`config.mk`:
```
export PLATFORM = sky130hd
export DESIGN_NAME = wb_regfile
export DESIGN_NICKNAME = d
export VERILOG_FILES = /design/src/rtl/wb_regfile.sv
export SDC_FILE = /design/constraint.sdc
export NUM_CORES = 2
export LEC_CHECK = 0
export CAP_MARGIN = 10
export CORE_MARGIN = 2
export CORE_UTILIZATION = 25
export CTS_CLUSTER_SIZE = 40
export DETAILED_ROUTE_END_ITERATION = 8
export GPL_TIMING_DRIVEN = 0
export PLACE_DENSITY_LB_ADDON = 0.15
export SLEW_MARGIN = 20
export SYNTH_ARGS = -nofsm -noshare
export SYNTH_HDL_FRONTEND = slang
export SYNTH_SLANG_ARGS = --single-unit
```
`constraint.sdc`:
```
create_clock -name clk -period 6.4 [get_ports clk]
set_clock_uncertainty 0.2 [all_clocks]
set_input_delay 0.64 -clock clk [delete_from_list [all_inputs] [get_ports clk]]
set_output_delay 0.64 -clock clk [all_outputs]
set_load 0.01 [all_outputs]
```
`src/rtl/wb_regfile.sv`:
```
// Write-back select, 32-entry register file and saturating commit counter.
// Optional same-cycle read bypass on rs/rt ports: define WB_BYPASS_EN.
module wb_regfile #(
  parameter int DATA_W = 32,
  parameter int NUM_REGS = 32,
  parameter int CNT_W = 32,
  localparam int AW = $clog2(NUM_REGS)
) (
  input  logic              clk,
  input  logic              rst,
  input  logic              RegWrite_wb,
  input  logic              MemToReg_wb,
  input  logic [DATA_W-1:0] read_data_wb,
  input  logic [DATA_W-1:0] alu_result_wb,
  input  logic [AW-1:0]     dest_reg_wb,
  input  logic [AW-1:0]     rs_addr,
  input  logic [AW-1:0]     rt_addr,
  output logic [DATA_W-1:0] rs_data,
  output logic [DATA_W-1:0] rt_data,
  input  logic [AW-1:0]     dbg_addr,
  output logic [DATA_W-1:0] dbg_data,
  output logic [DATA_W-1:0] wb_data,
  output logic              wb_commit,
  output logic [CNT_W-1:0]  commit_cnt
);

  logic [DATA_W-1:0] regs [NUM_REGS];
  logic              wr_en;
  logic [DATA_W-1:0] rs_arr;
  logic [DATA_W-1:0] rt_arr;

  assign wb_data = MemToReg_wb ? read_data_wb
                               : alu_result_wb;
  assign wr_en = RegWrite_wb && (dest_reg_wb != '0);

  always_ff @(posedge clk or negedge rst) begin
    if (!rst) begin
      for (int i = 0; i < NUM_REGS; i++) begin
        regs[i] <= '0;
      end
    end else if (wr_en) begin
      regs[dest_reg_wb] <= wb_data;
    end
  end

  always_ff @(posedge clk or negedge rst) begin
    if (!rst) begin
      wb_commit  <= 1'b0;
      commit_cnt <= '0;
    end else begin
      wb_commit <= wr_en;
      if (wr_en && (commit_cnt != '1)) begin
        commit_cnt <= commit_cnt + CNT_W'(1);
      end
    end
  end

  // Index 0 is forced to zero on reads regardless of array contents.
  assign rs_arr = (rs_addr == '0) ? '0
                                  : regs[rs_addr];
  assign rt_arr = (rt_addr == '0) ? '0
                                  : regs[rt_addr];
  assign dbg_data = (dbg_addr == '0) ? '0
                                     : regs[dbg_addr];

`ifdef WB_BYPASS_EN
  assign rs_data = (wr_en && rs_addr == dest_reg_wb)
                 ? wb_data : rs_arr;
  assign rt_data = (wr_en && rt_addr == dest_reg_wb)
                 ? wb_data : rt_arr;
`else
  assign rs_data = rs_arr;
  assign rt_data = rt_arr;
`endif

endmodule

```
==> summary.txt <==
first-pass GRT wire length: 471.9 mm
I/O pin count: 249
Starting Density: 25.07%
number of global-route vias before repair: 52930
Setup CP Type: in -> out
die area: 252600 um^2
pin count of the biggest net entering global routing: 139
Tot GR Track Use: 27.33%
area delta synth->final: 18.89%
Port Buffer Count: 231
global route total overflow: 0
Pwr per Cell Area: 329.2 nW/um^2
Clk Latency, worst-skew pair: 800 ps
routed via count: 54830
clock net sink count: 1057
Synth cell types: 55
max frequency: 154.0 MHz
drt first pass iters: 8
Inserted Clock Buffers: 131
Detail Placement HPWL: 266.8 mm
type of the worst min-delay path: in -> async
top_reg_cell synth: dfrtp_1
synthesis-stage register bit count: 1057
Setup WS post-layout: -95.51 ps
Final TNS setup: -95.51 ps
wire length per cell: 37.68 um
Crit path required time: 5560 ps
critical path arrival: 5660 ps
Max Buffers Root-to-Sink: 3
FILL cells: 25550
cell breakdown of the critical path: clkdlybuf4s50_1 -> nand2b_1 -> clkbuf_2 -> or2_2 -> clkbuf_1 -> clkbuf_1 -> o22ai_1 -> nor4_2 -> clkdlybuf4s50_1
cell leakage power: 29.61 nW
# nets final: 5967
crit share post-route: 101.5%
max_slew headroom: 8.537%
Worst-path clk slew: 50 ps
Max Cap Viol: 0
unrepaired setup endpoints after global routing: false
DR iter-0 viols: 7606
synthesized area: 62160 um^2
Syn Nets: 5569
asr flop ratio synth: 100.0%
Critical Path Start Type: primary input
die height: 502.6 um
post-synthesis sequential area ratio: 42.55%
Post-CTS Setup Bufs: 0
CP max stage cell: nor4_2
Routed Wire Length: 351.3 mm
Crit. End Element: output port
DRC Markers: 0
status: finished with violations
yosys warns: 0
Placement Rows: 183
Avg Cell Area, Syn: 11.34 um^2
Root Buffer: clkbuf_16
Post-DRT Antenna Nets: 0
share of layout cells above drive strength 1: 21.55%
Slew Limit Fails: 0
CTS tree: done
Syn Inst Count: 5480
final period demand of the worst path: 6496 ps
initial antenna violation count: 21
Final Hold Viols: 0
Final Power: 24.33 mW
final count of negative-setup-slack endpoints: 1
Post-synth EDFFs: 0
Peak VDD IR: 0.3061 mV
CTS H-Tree Depth: 4
worst slew pin tran: 1359 ps
vias per cell: 5.882
placer's final routability congestion estimate: 0.9779
violated checks: setup timing
CP max FO: 10
DIE WIDTH: 502.6 um
core box area: 248000 um^2
Max stage delay on crit path: 890 ps
[per-stage QoR]
step                setup WS, ps  cell area (um^2)  std cells  util, %  hold WS, ps
finish                    -95.51             73900       9322    29.80        232.9
global route               94.88             73870       9309    29.79        224.2
CTS                        90.93             73800       9301    29.76        167.6
detailed placement        -293.0             69410       9068    27.99        294.6
global placement          -46830             68640       9041    27.68        277.6
floorplan                   3234             62160       5480        -        144.4
[layout by cell type, fill, tap and decap left out, types with 25 or more instances in the layout]
| cell type | n |
|---|---|
| a22oi_1 | 64 |
| o21ai_0 | 481 |
| buf_2 | 143 |
| a21oi_1 | 535 |
| dfrtp_1 | 1057 |
| o221ai_1 | 52 |
| inv_1 | 55 |
| mux2_2 | 74 |
| o22ai_1 | 80 |
| nor2_1 | 545 |
| o211a_1 | 64 |
| nor2b_1 | 70 |
| mux4_2 | 715 |
| nand2_1 | 516 |
| nor3_1 | 25 |
| a211oi_1 | 112 |
| nor4_1 | 67 |
| clkbuf_1 | 421 |
| clkdlybuf4s50_1 | 230 |
| mux2i_1 | 173 |
| clkbuf_16 | 135 |
| clkbuf_2 | 57 |
[state kept, by name, summed over array words and instances (netlist names)]
register,cells
wb_commit,1
regs,1024
commit_cnt,32
[worst max-delay path, delay by kind of cell]
family          cells  cell delay (ps)
buf+inv             5             3250
compound gates      1              480
simple gates        3             1240
[cell families after synthesis]
family,count (synthesis),share of synthesized area (%)
multiplexers,964,30.07
XOR/XNOR,31,0.4368
buffers and inverters,683,4.571
AND/OR/NAND/NOR,1333,9.131
flip-flops,1057,42.55
AO/OA/AOI/OAI,1411,13.22
adder cells (fa/ha/maj),1,0.02013
[routing by layer]
| layer | GRT usage [%] | part of all wire (%) |
|---|---|---|
| met2 | 41.04 | 44 |
| met5 | 0 | 0.0085 |
| met4 | 15.21 | 6.3 |
| met1 | 35.61 | 40 |
| met3 | 7.345 | 9.7 |
[cell type report]
type / count / area (um^2) / area share (%)
sequential: 1057 / 26450 / 35.79
tap: 3330 / 4167 / 5.638
multi-input combinational: 3740 / 32970 / 44.61
clock buffer: 189 / 3811 / 5.157
timing repair buffer: 265 / 2990 / 4.047
clock inverter: 43 / 564.3 / 0.7636
antenna: 15 / 37.54 / 0.05079
inverter: 56 / 210.2 / 0.2844
buffer: 627 / 2704 / 3.659
[where the power goes]
| group | switching (mW) | internal (mW) |
|---|---|---|
| Clock | 3.28 | 4.62 |
| Combinational | 3.51 | 3.15 |
| Sequential | 1.67 | 8.09 |
[synth_stat cells (5+ instances only)]
cell type  count  area [um^2]
inv_1         55        206.5
clkbuf_1     446         1674
and2_1        14        87.58
a22oi_1       64        480.5
o211a_1       64        640.6
a21oi_1      535         2678
nor2b_1       70        437.9
nor3_1        26        130.1
a211oi_1     112        840.8
nand4_1       10        62.56
and3_1         7        43.79
nor4_1        77        481.7
o21ai_0      481         2407
or2_2          9        56.30
nor2_1       552         2072
mux2_2        74        833.3
mux2i_1      175         1752
nand2_1      516         1937
mux4_2       715        16100
buf_2        140        700.7
nand2b_1       5        31.28
o221ai_1      52        455.4
nand3_1       16        80.08
buf_4         22        165.2
xnor2_1       21        183.9
buf_1         16        60.06
o22ai_1       80        500.5
a221oi_1      10        87.58
or3_1          6        37.54
o22a_1         7        61.31
xor2_1        10        87.58
dfrtp_1     1057        26450
nand3b_1       6        45.04
[repair_timing]
item                                    CTS  global route
resized for setup                         3             1
endpoints found under the hold margin   111             0
endpoints found under the setup margin    3             1
hold buffers                              1             0
[path summary, 6_finish.rpt]
path / depth (start not counted) / slack, ps / from / to
min: 2 / 230 / rst / regs[582]$_DFFE_PN0P_
max in group asynchronous: 5 / 3490 / rst / regs[926]$_DFFE_PN0P_
min in group clk: 2 / 260 / RegWrite_wb / wb_commit$_DFF_PN0_
max reg2reg: 6 / 3930 / commit_cnt[0]$_DFFE_PN0P_ / commit_cnt[26]$_DFFE_PN0P_
max: 9 / -100 / rs_addr[3] / rs_data[14]
min reg2reg: 1 / 300 / regs[1016]$_DFFE_PN0P_ / regs[1016]$_DFFE_PN0P_
Note: power is estimated with default switching activity, not from simulation.
